**config.mk**
```make
export PLATFORM = sky130hd
export DESIGN_NAME = shift_pipe
export DESIGN_NICKNAME = d
export VERILOG_FILES = /design/src/rtl/shift_pipe.sv
export SDC_FILE = /design/constraint.sdc
export NUM_CORES = 1
export LEC_CHECK = 0
export BUFFER_PORTS_ARGS = -buffer_cell sky130_fd_sc_hd__buf_2
export CAP_MARGIN = 20
export CORE_MARGIN = 3
export CORE_UTILIZATION = 40
export DETAILED_ROUTE_END_ITERATION = 10
export GPL_TIMING_DRIVEN = 1
export REMOVE_ABC_BUFFERS = 1
export SETUP_SLACK_MARGIN = 0.02
export SLEW_MARGIN = 20
export SYNTH_ARGS = -nofsm -noshare
export SYNTH_HDL_FRONTEND = slang
export SYNTH_SLANG_ARGS = --single-unit
```
**constraint.sdc**
```tcl
create_clock -name clk -period 1.2 [get_ports clk]
set_input_delay 0.12 -clock clk [delete_from_list [all_inputs] [get_ports clk]]
set_output_delay 0.12 -clock clk [all_outputs]
set_load 0.01 [all_outputs]
```
**src/rtl/shift_pipe.sv**
```systemverilog
// Pipelined barrel shifter: one shift-amount bit is resolved per register stage.
// Supports SLL/SRL/SRA/ROL with valid/ready handshakes and a global stall.
module shift_pipe #(
  parameter int unsigned WIDTH = 8,
  parameter int unsigned SHW   = $clog2(WIDTH)
) (
  input  logic             clk,
  input  logic             rst,
  input  logic             in_valid,
  output logic             in_ready,
  input  logic [WIDTH-1:0] in_data,
  input  logic [SHW-1:0]   in_amt,
  input  logic [1:0]       in_mode,
  output logic             out_valid,
  input  logic             out_ready,
  output logic [WIDTH-1:0] out_data,
  output logic             out_zero
);

  localparam logic [1:0] ModeSll = 2'b00;
  localparam logic [1:0] ModeSrl = 2'b01;
  localparam logic [1:0] ModeSra = 2'b10;

  logic             adv;
  logic [SHW-1:0]   vld_q;
  logic [WIDTH-1:0] data_q [SHW];
  logic [1:0]       mode_q [SHW];
  logic [SHW-1:0]   amt_q  [SHW];

  logic [SHW-1:0]   vld_in;
  logic [WIDTH-1:0] data_in [SHW];
  logic [WIDTH-1:0] data_sh [SHW];
  logic [1:0]       mode_in [SHW];
  logic [SHW-1:0]   amt_in  [SHW];

  assign adv      = out_ready | ~vld_q[SHW-1];
  assign in_ready = adv;

  // Stage inputs: stage 0 takes the port, later stages take their predecessor.
  always_comb begin
    vld_in     = '0;
    vld_in[0]  = in_valid;
    data_in[0] = in_data;
    mode_in[0] = in_mode;
    amt_in[0]  = in_amt;
    for (int k = 1; k < SHW; k++) begin
      vld_in[k]  = vld_q[k-1];
      data_in[k] = data_q[k-1];
      mode_in[k] = mode_q[k-1];
      amt_in[k]  = amt_q[k-1];
    end
  end

  // Remaining amount bits are kept right-aligned, so bit 0 is always this stage's bit.
  always_comb begin
    for (int k = 0; k < SHW; k++) begin
      data_sh[k] = data_in[k];
      if (amt_in[k][0]) begin
        case (mode_in[k])
          ModeSll: data_sh[k] = data_in[k] << (1 << k);
          ModeSrl: data_sh[k] = data_in[k] >> (1 << k);
          ModeSra: data_sh[k] = WIDTH'($signed(data_in[k]) >>> (1 << k));
          default: data_sh[k] = (data_in[k] << (1 << k)) |
                                (data_in[k] >> (WIDTH - (1 << k)));
        endcase
      end
    end
  end

  always_ff @(posedge clk or posedge rst) begin
    if (rst) begin
      vld_q <= '0;
      for (int k = 0; k < SHW; k++) begin
        data_q[k] <= '0;
        mode_q[k] <= '0;
        amt_q[k]  <= '0;
      end
    end else if (adv) begin
      vld_q <= vld_in;
      for (int k = 0; k < SHW; k++) begin
        data_q[k] <= data_sh[k];
        mode_q[k] <= mode_in[k];
        amt_q[k]  <= amt_in[k] >> 1;
      end
    end
  end

  assign out_valid = vld_q[SHW-1];
  assign out_data  = data_q[SHW-1];
  assign out_zero  = ~|data_q[SHW-1];

  // The last stage's mode and leftover amount are state only, never consumed.
  logic unused_tail;
  assign unused_tail = ^{mode_q[SHW-1], amt_q[SHW-1]};

endmodule

```
==> results.json <==
{
  "place.port_buffers": 27,
  "clkSinkCount": 34,
  "setup_repair_after_global_routing_missed_its_margin": "true",
  "cp-startpoint": "out_data[6]",
  "crit_end": "out_zero",
  "totalPowerFinal_uw": 5610,
  "number_of_flops_mapped_to_enable_cells_by_yosys": 0,
  "path_class": "register to primary output",
  "overall_via_count_from_detail_route": 1652,
  "grt_util_met1": 0.183,
  "ys_top_cells_by_count": "nand2_1, dfrtp_1, o21ai_0",
  "fraction_of_final_layout_cells_with_drive_strength_greater_than_1": 0.409,
  "final_min_period_over_clock_period": 1.26,
  "synthesis.yosys.warnings": 0,
  "path_max_fanout": 2,
  "postSynth.topFlopCell": "dfrtp_1",
  "detailedRoute.firstPassIterationCount": 6,
  "worst_ep_arrival_time_ns": 1.40,
  "setup-tns-final_ns": -0.823,
  "synth.top_cell.area_share": 0.449,
  "gpl.final_weighted_congestion": 0.822,
  "detail_route.vias_per_cell": 5.23,
  "hold_viol": 0,
  "post-synth-top-area-cell": "dfrtp_1",
  "failed_checks": "negative setup slack",
  "worst_skew_pair.late_latency_ns": 0.28,
  "rows": 24,
  "cells_along_the_critical_path": "or4_1, nor2_1, buf_2",
  "final-max-slew-violation-count": 0,
  "synth.ff_latch_count": 34,
  "dieWidth_um": 74.9,
  "max_slew.worst_pin.slew_ns": 0.426,
  "required_ns": 1.08,
  "buf_inv_stages_crit_path": 1,
  "worst_slack_ns": -0.318,
  "globalRoute.busiestLayer": "met2",
  "cts.reportedPaths.clkPinSlew_ns": 0.06,
  "globalRouteOverflowTotal": 0,
  "nets": 282,
  "clockRootBuffer": "clkbuf_8",
  "grt_pass1_vias": 1583,
  "syn_to_final_growth_pct": 36.8,
  "critical_path.reg2reg.startpoint": "mode_in[2]",
  "number_of_clock_buffers_inserted_by_tritoncts": 5,
  "timing.critical_path.slowest_stage_cell": "or4_1",
  "synth-async-reset-ratio": 1.00,
  "regToRegSetupSlack_ns": -0.09,
  "start_kind": "register",
  "met3_grt_util": 0.0360,
  "yosysUniqueCellTypes": 31,
  "grt_first_pass_wirelength_um": 7270,
  "first_iter_violations": 76,
  "static-leakage-power_uw": 0.00124,
  "power.ir.vdd_worst_uv": 807,
  "grt_util_all_layers": 0.172,
  "hold_path.class": "input pin to register",
  "crit_path_max_incr_delay_ns": 0.53,
  "p_per_area_nw_per_um2": 2160,
  "yosys.cell_count.top_type": "nand2_1",
  "routedWlPerCell_um": 14.1,
  "cts.htree.levels": 2,
  "max_cap_violations": 0,
  "initial_utilization": 0.424,
  "synth.avg_cell_area_um2": 9.58,
  "hpwlAfterDp_um": 3190,
  "final_antenna_net_count": 0,
  "initial_antenna_violation_count": 0,
  "synth_area_leaders": "dfrtp_1, nand2_1, mux2i_1",
  "max-slew-margin-rel": 0.716,
  "dieArea_um2": 5600,
  "worst_clock_skew_on_the_final_layout_ns": 0.00610,
  "post-route-util": 0.580,
  "floorplan.core_area_um2": 4470,
  "pin_count": 28,
  "clock_tree.buffer_depth": 2,
  "synth_sequential_area_ratio": 0.449,
  "final.min_clock_period_ns": 1.52,
  "timing.critical_path.max_delay_family": "simple AND/OR/NAND/NOR gates",
  "cts_tree": "yes",
  "finalSetupViolCount": 13,
  "placed_area_um2": 2280,
  "reg2reg_to": "data_in[7]",
  "status": "finished, violations left",
  "die_h_um": 74.9,
  "cp_num_cells": 3,
  "synthesis.instances": 198,
  "netlist_area_um2": 1900,
  "groute.layer.met2.usage": 0.327,
  "route.detailed.drc": 0,
  "fin_area_um2": 2590,
  "insertedDiodeCount": 0,
  "clock.fmax_mhz": 659,
  "r2r.worst_path.cells": 4,
  "grt_max_degree": 35,
  "wirelength_um": 4460,
  "crit_path_end_kind": "primary output"
}
==> metrics by stage <==
stage	hold slack, ns	cells	setup slack, ns
6_report	0.0337	316	-0.318
5_1_grt	0.0230	316	-0.382
4_1_cts	0.0232	309	-0.332
3_5_place_dp	0.232	300	-0.198
3_3_place_gp	0.237	300	-0.136
2_1_floorplan	0.232	187	-1.51
==> layer usage <==
metal,share of wire,vias to the layer above
met5,0,-
met4,0.012,0
met3,0.037,4
met2,0.56,37
met1,0.39,762
li1,-,849
==> cells in the final DEF (no fill, tap or decap), types with 2 or more instances in the layout <==
cell,n
a211oi_2,2
a221oi_2,6
a2bb2oi_2,2
a31oi_1,6
and3b_1,4
buf_2,26
buf_4,36
buf_6,6
clkbuf_8,6
clkinv_1,2
dfrtp_1,31
dfrtp_2,3
inv_1,2
mux2_4,8
mux2i_1,10
nand2_1,46
nand3_1,4
nand3_2,2
nor2_1,3
nor2b_1,3
o211ai_1,7
o21ai_0,15
o21ai_1,13
or4_1,2
xnor2_4,2
==> flip-flops by register name, indices dropped and copies added, names as in the netlist <==
signal / cells
amt_in: 3
data_in: 16
mode_in: 4
out_data: 8
vld_q: 3
==> cells by family (layout without fill, tap and decap cells) <==
| logic type | after synthesis | in the layout | share of synthesized area |
|---|---|---|---|
| AND/OR/NAND/NOR | 73 | 73 | 0.181 |
| buffers and inverters | 16 | 82 | 0.0481 |
| flip-flops | 34 | 34 | 0.449 |
| multiplexers | 19 | 19 | 0.108 |
| XOR/XNOR | 2 | 2 | 0.0290 |
| AO/OA/AOI/OAI | 54 | 54 | 0.185 |
==> worst register-to-register path, stage by stage (launching register included) <==
cell and delay (ns):
dfrtp_2 0.46, buf_4 0.16, mux2_4 0.30, a211oi_2 0.19
o21ai_1 0.08
==> area by class of cell <==
type / count / area, um^2
Multi-Input combinational cell: 148 / 1060
Timing Repair Buffer: 71 / 513
Sequential cell: 34 / 855
Clock buffer: 6 / 82.6
Inverter: 5 / 23.8
Fill cell: 407 / 1880
Tap cell: 52 / 65.1
==> worst min-delay path by stage <==
stage,cells past startpoint,from,to
after floorplan,2,in_amt[2],amt_in[4]
after global placement,3,rst,out_data[2]
after detailed placement,3,rst,out_data[2]
after CTS,3,in_valid,vld_q[0]
after global routing,3,in_valid,vld_q[0]
final,3,in_valid,vld_q[0]
==> power breakdown <==
group / internal (uW) / switching [uW] / leakage (uW) / total, uW
clock: 442 / 373 / 0.0000431 / 815
sequential: 1580 / 360 / 0.000410 / 1940
combinational: 1570 / 1280 / 0.000789 / 2850
total: 3600 / 2010 / 0.00124 / 5610
==> what timing repair did <==
action | CTS | global route
endpoints found under the hold margin | 34 | 0
resized for setup | 31 | 12
buffers inserted | 2 | 7
hold buffers | 1 | 0
setup endpoints to repair | 31 | 20
pin swaps | 19 | 5
No activity file was read; power rests on OpenSTA's default activity.
